File: config.mk
export PLATFORM = sky130hd
export DESIGN_NAME = reg_writeback_unit
export DESIGN_NICKNAME = d
export VERILOG_FILES = /design/src/rtl/processor_pkg.sv /design/src/rtl/wb_result_fifo.sv /design/src/rtl/reg_writeback_unit.sv
export SDC_FILE = /design/constraint.sdc
export NUM_CORES = 1
export LEC_CHECK = 0
export ABC_CLOCK_PERIOD_IN_PS = 3600
export CAP_MARGIN = 20
export CORE_ASPECT_RATIO = 1.25
export CORE_UTILIZATION = 50
export CTS_CLUSTER_DIAMETER = 60
export DETAILED_ROUTE_END_ITERATION = 10
export HOLD_SLACK_MARGIN = 0.15
export PLACE_DENSITY = 0.75
export REMOVE_ABC_BUFFERS = 1
export SYNTH_ARGS = -nofsm -noshare
export SYNTH_HDL_FRONTEND = slang
export SYNTH_SLANG_ARGS = --single-unit
File: constraint.sdc
create_clock -name clock -period 3.6 [get_ports clock]
set_input_delay 0.72 -clock clock [delete_from_list [all_inputs] [get_ports clock]]
set_output_delay 0.72 -clock clock [all_outputs]
set_load 0.02 [all_outputs]
File: src/rtl/processor_pkg.sv
// Shared register-file constants and writeback selection encoding.
// Imported by the writeback unit and its load-result FIFO.
package processor_pkg;

    localparam int DATA_W  = 16;
    localparam int ADDR_W  = 4;
    localparam int NUM_REG = 16;

    localparam logic [ADDR_W-1:0] REG_ZERO = '0;

    typedef enum logic [1:0] {
        WB_NONE,
        WB_DRAIN,
        WB_ALU,
        WB_LOAD
    } wb_sel_e;

endpackage

File: src/rtl/wb_result_fifo.sv
// Load-result buffer in front of the register file write port.
// Power-of-two depth, pointers wrap naturally.
module wb_result_fifo
    import processor_pkg::*;
#(
    parameter int WIDTH = ADDR_W + DATA_W,
    parameter int DEPTH = 4
) (
    input  logic                       clock,
    input  logic                       reset,
    input  logic                       push,
    input  logic [WIDTH-1:0]           push_data,
    input  logic                       pop,
    output logic [WIDTH-1:0]           head,
    output logic                       full,
    output logic                       empty,
    output logic [$clog2(DEPTH):0]     count
);

    localparam int PW = $clog2(DEPTH);
    localparam int CW = PW + 1;

    logic [WIDTH-1:0] mem [DEPTH];
    logic [PW-1:0]    wr_ptr;
    logic [PW-1:0]    rd_ptr;
    logic             do_push;
    logic             do_pop;

    assign full    = (count == CW'(DEPTH));
    assign empty   = (count == '0);
    assign do_push = push && !full;
    assign do_pop  = pop && !empty;
    assign head    = mem[rd_ptr];

    always_ff @(posedge clock) begin
        if (do_push) begin
            mem[wr_ptr] <= push_data;
        end
    end

    always_ff @(posedge clock or negedge reset) begin
        if (!reset) begin
            wr_ptr <= '0;
            rd_ptr <= '0;
            count  <= '0;
        end else begin
            if (do_push) begin
                wr_ptr <= wr_ptr + PW'(1);
            end
            if (do_pop) begin
                rd_ptr <= rd_ptr + PW'(1);
            end
            unique case ({do_push, do_pop})
                2'b10:   count <= count + CW'(1);
                2'b01:   count <= count - CW'(1);
                default: count <= count;
            endcase
        end
    end

endmodule

File: src/rtl/reg_writeback_unit.sv
// Register-file write-port arbiter with per-register pending scoreboard.
// ALU results go direct; load results queue in a small FIFO.
module reg_writeback_unit
    import processor_pkg::*;
#(
    parameter int DATA_W  = processor_pkg::DATA_W,
    parameter int ADDR_W  = processor_pkg::ADDR_W,
    parameter int NUM_REG = processor_pkg::NUM_REG,
    parameter int QDEPTH  = 4
) (
    input  logic              clock,
    input  logic              reset,
    input  logic              issue_valid,
    input  logic [ADDR_W-1:0] issue_rd,
    output logic              issue_ready,
    input  logic [ADDR_W-1:0] query_rs1,
    input  logic [ADDR_W-1:0] query_rs2,
    output logic              busy_rs1,
    output logic              busy_rs2,
    input  logic              alu_valid,
    input  logic [ADDR_W-1:0] alu_rd,
    input  logic [DATA_W-1:0] alu_data,
    output logic              alu_ready,
    input  logic              mem_valid,
    input  logic [ADDR_W-1:0] mem_rd,
    input  logic [DATA_W-1:0] mem_data,
    output logic              mem_ready,
    output logic              rf_write,
    output logic [ADDR_W-1:0] rf_rd,
    output logic [DATA_W-1:0] rf_writedata,
    output logic              err_unexpected
);

    localparam int CW = $clog2(QDEPTH) + 1;
    localparam logic [ADDR_W-1:0] RZ = ADDR_W'(REG_ZERO);

    typedef struct packed {
        logic [ADDR_W-1:0] rd;
        logic [DATA_W-1:0] data;
    } result_t;

    logic [NUM_REG-1:0] pending;
    logic [NUM_REG-1:0] pending_nxt;
    logic               err_nxt;

    result_t            fifo_in;
    result_t            fifo_head;
    logic               fifo_full;
    logic               fifo_empty;
    logic [CW-1:0]      fifo_count;
    logic               fifo_pop;
    logic               mem_push;

    wb_sel_e            sel;
    logic               win_valid;
    logic               win_write;
    logic [ADDR_W-1:0]  win_rd;
    logic [DATA_W-1:0]  win_data;
    logic               issue_fire;

    assign issue_ready = (issue_rd == RZ) || !pending[issue_rd];
    assign issue_fire  = issue_valid && issue_ready;

    assign busy_rs1 = (query_rs1 != RZ) && pending[query_rs1];
    assign busy_rs2 = (query_rs2 != RZ) && pending[query_rs2];

    assign alu_ready = !fifo_full;
    assign mem_ready = !fifo_full;
    assign mem_push  = mem_valid && mem_ready;

    assign fifo_in.rd   = mem_rd;
    assign fifo_in.data = mem_data;

    wb_result_fifo #(
        .WIDTH (ADDR_W + DATA_W),
        .DEPTH (QDEPTH)
    ) u_fifo (
        .clock     (clock),
        .reset     (reset),
        .push      (mem_push),
        .push_data (fifo_in),
        .pop       (fifo_pop),
        .head      (fifo_head),
        .full      (fifo_full),
        .empty     (fifo_empty),
        .count     (fifo_count)
    );

    // A full queue wins over the ALU so loads can never starve forever.
    always_comb begin
        sel = WB_NONE;
        priority case (1'b1)
            fifo_full && !fifo_empty: sel = WB_DRAIN;
            alu_valid:                sel = WB_ALU;
            fifo_count != '0:         sel = WB_LOAD;
            default:                  sel = WB_NONE;
        endcase
    end

    always_comb begin
        win_rd   = '0;
        win_data = '0;
        fifo_pop = 1'b0;
        unique case (sel)
            WB_ALU: begin
                win_rd   = alu_rd;
                win_data = alu_data;
            end
            WB_DRAIN, WB_LOAD: begin
                win_rd   = fifo_head.rd;
                win_data = fifo_head.data;
                fifo_pop = 1'b1;
            end
            default: ;
        endcase
    end

    assign win_valid = (sel != WB_NONE);
    assign win_write = win_valid && (win_rd != RZ);

    always_comb begin
        pending_nxt = pending;
        if (issue_fire && issue_rd != RZ) begin
            pending_nxt[issue_rd] = 1'b1;
        end
        if (win_write) begin
            pending_nxt[win_rd] = 1'b0;
        end
        err_nxt = err_unexpected || (win_write && !pending[win_rd]);
    end

    always_ff @(posedge clock or negedge reset) begin
        if (!reset) begin
            pending        <= '0;
            err_unexpected <= 1'b0;
            rf_write       <= 1'b0;
            rf_rd          <= '0;
            rf_writedata   <= '0;
        end else begin
            pending        <= pending_nxt;
            err_unexpected <= err_nxt;
            rf_write       <= win_write;
            if (win_write) begin
                rf_rd        <= win_rd;
                rf_writedata <= win_data;
            end
        end
    end

endmodule

* Word level (Yosys, flattened, before mapping)
Memory sizes are Yosys's and may differ from the RTL's. Cells that the tools add are included.
Operators by class: $add $sub $neg 4, order comparisons 6, eq/ne operators 6, muxes and demuxes 23, bitwise operators 3, reductions and logical operators 28
Operators by type and width (count):
- $mux 16 | 2
- $pmux 16 s2 | 1
- $lt 4x5->1 const B | 4
- $and 16x16->16 | 1
- $bmux 1 s4 | 4
- $not 16->16 | 1
- $or 16x16->16 | 1
- $reduce_bool 4->1 | 4
- $logic_and 1x1->1 | 12
- $mux 1 | 9
- $demux 1 s4 | 2
- $ge 4x1->1 const B | 2
- $pmux 4 s2 | 1
- $eq 2x2->1 const B | 3
- $mux 2 | 3
- $pmux 3 s2 | 1
- $add 2x1->2 const B | 2
- $eq 2x1->1 const B | 2
- $logic_not 1->1 | 4
- $logic_not 4->1 | 1
- $reduce_bool 2->1 | 2
- $add 3x1->3 const B | 1
- $eq 3x3->1 const B | 1
- $logic_not 3->1 | 1
- 4 further kinds | 5
Storage, ports and cells: bits in registers 45, memory bits (writable) 80, output and inout bits 27, memories 1
Memories:
- u_fifo.mem | depth 4, bits a word 20, rd ports 1, clocked after Yosys merged registers in 0, wr ports 1, RTL line wb_result_fifo.sv:23 | logic [WIDTH-1:0] mem [DEPTH];

* Longest topological paths before layout
word-level depth 14, mapped depth 11, depth with buffers taken out 9

* By module
From an unflattened synthesis, not the netlist that was laid out.
Unflattened totals: cells, all modules 376, area total of the unflattened synthesis 5596.6 µm²
Modules (own cells, without submodules):
- wb_result_fifo | times used 1, cells an instance 141, area each 3331.9 µm²
- reg_writeback_unit | times used 1, cells an instance 235, area each 2264.7 µm²

* Least setup slack after synthesis
OpenSTA, ideal clock, no wires.
path type input-to-output, start point input port issue_rd[0], end point output port issue_ready, data arrival time 2193 ps, required time 2880 ps, setup slack 687 ps, stages 4, path through clkbuf_1 -> mux4_2 -> mux4_2 -> inv_1
Between the ends: cells in the longest elaborated chain, start to end 4, elaborated cells between the ends (all ways) 5, classes of those cells mux: 2; reduce/logical: 3
RTL lines:
- start, declared | RTL line reg_writeback_unit.sv:14 | input logic [ADDR_W-1:0] issue_rd,
- $bmux 1 s4 | RTL line reg_writeback_unit.sv:61 | assign issue_ready = (issue_rd == RZ) || !pending[issue_rd];
- $mux 1 (not written as such) | RTL line reg_writeback_unit.sv:61
- $logic_not 1->1 | RTL line reg_writeback_unit.sv:61
- $logic_or 1x1->1 (*) | RTL line reg_writeback_unit.sv:61
- end, declared | RTL line reg_writeback_unit.sv:15 | output logic issue_ready,
Every way passes the cells marked *; elsewhere a longest branch is shown, timed or not. The select of a mux whose other input is x is not followed.

* Worst setup path after layout
Ends and elaborated chain as after synthesis.

==> impl_metrics.prom <==
# TYPE chip_impl_metric gauge
chip_impl_metric{name="starting_density_of_the_core",unit=""} 0.514
chip_impl_info{name="cpMaxStageDelayCell",value="clkdlybuf4s50_1"} 1
chip_impl_metric{name="place_worst_setup_slack",unit="ps"} -193
chip_impl_metric{name="report.power.total",unit="mW"} 6.15
chip_impl_metric{name="drt-pass1-iter-count",unit=""} 7
chip_impl_info{name="synth_most_common_cell",value="edfxtp_1"} 1
chip_impl_metric{name="data_arrival_time_of_the_critical_path",unit="ps"} 2770
chip_impl_metric{name="globalRoute.totalOverflow",unit=""} 0
chip_impl_metric{name="route.final.wire_length",unit="mm"} 12.0
chip_impl_metric{name="rows",unit=""} 42
chip_impl_metric{name="leakagePower",unit="nW"} 2.64
chip_impl_info{name="setup_repair_after_global_routing_missed_its_margin",value="no"} 1
chip_impl_info{name="post-synth-top-area-cell",value="edfxtp_1"} 1
chip_impl_metric{name="syn-cell-area",unit="sq mm"} 0.00543
chip_impl_metric{name="grt_first_pass_wirelength",unit="mm"} 18.8
chip_impl_metric{name="timing.slew.headroom",unit=""} 0.519
chip_impl_metric{name="place.gp.congestion",unit=""} 0.947
chip_impl_metric{name="max_slew.worst_pin.slew",unit="ps"} 711
chip_impl_metric{name="timing.fmax",unit="GHz"} 0.287
chip_impl_info{name="kind_of_end_point_of_the_critical_path",value="output port"} 1
chip_impl_info{name="post_synth_most_frequent_cells",value="edfxtp_1 (80), dfrtp_1 (45), nor2_1 (39)"} 1
chip_impl_metric{name="drt_first_iter_violations",unit=""} 216
chip_impl_metric{name="flow.area_growth_from_synthesis",unit="%"} 30.0
chip_impl_info{name="critical_path.most_common_cell",value="mux4_2"} 1
chip_impl_metric{name="maxCapViolations",unit=""} 0
chip_impl_metric{name="max-vdd-ir-drop",unit="mV"} 0.559
chip_impl_info{name="cp_cell_sequence",value="clkdlybuf4s15_1, mux4_2, mux4_2, inv_1, clkdlybuf4s50_1"} 1
chip_impl_metric{name="cts_htree_levels",unit=""} 4
chip_impl_metric{name="cts-buffers-inserted",unit=""} 17
chip_impl_metric{name="synthDistinctLibCells",unit=""} 46
chip_impl_metric{name="source_to_sink_clock_delay_at_the_later_pin_of_the_worst_skew_pair",unit="ps"} 410
chip_impl_metric{name="synth_largest_type_area_fraction",unit=""} 0.442
chip_impl_metric{name="report.final.hold_viol_count",unit=""} 0
chip_impl_info{name="cp-start-kind",value="input port"} 1
chip_impl_metric{name="vias_per_cell",unit=""} 6.07
chip_impl_info{name="startpoint",value="issue_rd[0]"} 1
chip_impl_metric{name="overall_via_count_from_detail_route",unit=""} 3628
chip_impl_metric{name="grt_total_usage",unit=""} 0.230
chip_impl_metric{name="cts.sinks",unit=""} 125
chip_impl_metric{name="pwrdens",unit="mW/mm^2"} 871
chip_impl_metric{name="core-area",unit="sq mm"} 0.0106
chip_impl_metric{name="fillerInstances",unit=""} 706
chip_impl_metric{name="final_antenna_net_count",unit=""} 0
chip_impl_metric{name="cts_hold_buf",unit=""} 0
chip_impl_info{name="worst_min_path_class",value="input port to async pin"} 1
chip_impl_metric{name="cts_post_setup_buffers_inserted",unit=""} 0
chip_impl_metric{name="num_antenna_cells",unit=""} 0
chip_impl_metric{name="synth.yosys.seq_area_share",unit=""} 0.650
chip_impl_metric{name="wl_per_cell",unit="um"} 20.1
chip_impl_info{name="worst-setup-path-type",value="input port to output port"} 1
chip_impl_metric{name="dieWidth",unit="um"} 95.2
chip_impl_metric{name="synthCells",unit=""} 350
chip_impl_metric{name="regArea",unit="sq mm"} 0.00353
chip_impl_info{name="run_status",value="completed"} 1
chip_impl_metric{name="number_of_antenna_violations_at_the_first_check_in_global_routing",unit=""} 0
chip_impl_metric{name="final.setup.worst_slack",unit="ps"} 110
chip_impl_metric{name="die_h",unit="um"} 119
chip_impl_info{name="timing.rr.start",value="u_fifo.rd_ptr[0]"} 1
chip_impl_metric{name="finalCriticalPeriod",unit="ps"} 3490
chip_impl_metric{name="timing.critical_path.slowest_cell_delay",unit="ps"} 590
chip_impl_metric{name="finalMaxSlewViolations",unit=""} 0
chip_impl_metric{name="finish.net_count",unit=""} 516
chip_impl_metric{name="dp_hpwl",unit="mm"} 8.06
chip_impl_metric{name="synth_enable_flop_cells",unit=""} 80
chip_impl_metric{name="synthesis.area_per_instance",unit="sq um"} 15.5
chip_impl_metric{name="floorplan.die_area",unit="sq mm"} 0.0113
chip_impl_metric{name="fin_tns_setup",unit="ps"} 0
chip_impl_metric{name="post_cts_resized",unit=""} 3
chip_impl_info{name="post_synth_main_area_contributors",value="edfxtp_1 (44%), dfrtp_1 (21%), mux4_2 (13%)"} 1
chip_impl_metric{name="timing.final.setup_violations",unit=""} 0
chip_impl_metric{name="layout-drive-gt1-share",unit=""} 0.191
chip_impl_metric{name="finalCritPeriodShare",unit=""} 0.969
chip_impl_metric{name="clk_path_buf_depth",unit=""} 2
chip_impl_metric{name="grt_start_max_net_pins",unit=""} 46
chip_impl_info{name="ys_dominant_reg_cell",value="edfxtp_1"} 1
chip_impl_metric{name="async_reset_ff_frac",unit=""} 0.360
chip_impl_metric{name="worst-path-max-fanout",unit=""} 6
chip_impl_info{name="cts_root_buffer",value="clkbuf_16"} 1
chip_impl_metric{name="port-buffer-count",unit=""} 83
chip_impl_metric{name="synth.yosys.warnings",unit=""} 0
chip_impl_metric{name="io-pin-count",unit=""} 84
chip_impl_info{name="tritoncts",value="built"} 1
chip_impl_metric{name="clk_pin_slew",unit="ps"} 60
chip_impl_metric{name="skew",unit="ps"} 10.9
chip_impl_metric{name="area_of_the_multi_input_gates",unit="sq mm"} 0.00177
chip_impl_metric{name="drt_drc_violations_left",unit=""} 0
chip_impl_metric{name="worst-endpoint-required",unit="ps"} 2880
chip_impl_metric{name="first_global_vias",unit=""} 3793
chip_impl_metric{name="synth_seq_cells",unit=""} 125
-- final timing paths --
| path | depth (start not counted) | endpoint | slack (ps) |
|---|---|---|---|
| setup / recovery | 5 | issue_ready | 110 |
| hold reg to reg | 0 | pending[0] | 380 |
| setup reg to reg | 7 | err_unexpected | 900 |
| hold / removal | 1 | u_fifo.count[1] | 230 |
| max in group asynchronous | 2 | rf_write | 2880 |
| min in group clock | 0 | pending[0] | 380 |
-- critical path: cells and delay by family --
kind                   cells  cell delay [ps]
muxes                      2             1040
buffers and inverters      3             1020
-- where the power goes --
group	total [mW]	switching, mW	internal (mW)
clock network	1.64	0.599	1.04
logic	2.24	1.19	1.06
registers	2.27	0.286	1.98
-- metrics by stage --
stage	instances	hold slack, ps	utilization	cell area (sq um)
3_3_place_gp	565	370	0.611	6460
3_5_place_dp	565	375	0.611	6460
4_1_cts	597	388	0.666	7040
2_1_floorplan	334	353	-	5350
6_report	598	225	0.669	7060
5_1_grt	598	247	0.669	7060
-- routing by layer --
layer | vias to the layer above | GRT usage | share of wire
li1 | 1594 | - | -
met1 | 1843 | 0.257 | 0.37
met2 | 163 | 0.400 | 0.55
met3 | 28 | 0.0618 | 0.057
met4 | 0 | 0.108 | 0.024
met5 | - | 0 | 0
-- cells by family (layout without fill, tap and decap cells) --
family / Yosys count / after routing / synth area share
multiplexers: 37 / 37 / 0.144
buffers and inverters: 28 / 144 / 0.0237
adder cells (fa/ha/maj): 6 / 6 / 0.0152
XOR/XNOR: 6 / 6 / 0.00968
AND/OR/NAND/NOR: 76 / 76 / 0.0650
flip-flops: 125 / 125 / 0.650
AO/OA/AOI/OAI: 72 / 72 / 0.0933
-- state kept, by name (all words and copies together), names as in the netlist --
name            cells
u_fifo.mem         80
pending            16
rf_writedata       16
rf_rd               4
u_fifo.count        3
u_fifo.rd_ptr       2
u_fifo.wr_ptr       2
err_unexpected      1
rf_write            1
-- layout make-up --
class,count,share of cell area
clock buffers,20,0.0632
multi-input cells,197,0.251
clock inverters,12,0.0195
well taps,132,0.0234
flip-flops and latches,125,0.500
repair buffers,100,0.137
inverters,12,0.00638
-- cells in the final DEF, fill, tap and decap left out, drive strengths merged, types with 3 or more instances in the layout --
| cell type | Yosys | layout |
|---|---|---|
| edfxtp | 80 | 80 |
| clkdlybuf4s50 | 0 | 78 |
| dfrtp | 45 | 45 |
| nor2 | 39 | 39 |
| mux4 | 32 | 32 |
| a21oi | 26 | 26 |
| clkbuf | 8 | 20 |
| buf | 8 | 18 |
| a221oi | 17 | 17 |
| nand2 | 14 | 14 |
| inv | 12 | 14 |
| nand3 | 7 | 7 |
| o21ai | 6 | 6 |
| clkinv | 0 | 6 |
| a222oi | 5 | 5 |
| and3 | 5 | 5 |
| ha | 5 | 5 |
| a31oi | 4 | 4 |
| mux2 | 4 | 4 |
| xnor2 | 4 | 4 |
| a21boi | 3 | 3 |
| nor3b | 3 | 3 |
No activity file was read; power rests on OpenSTA's default activity.
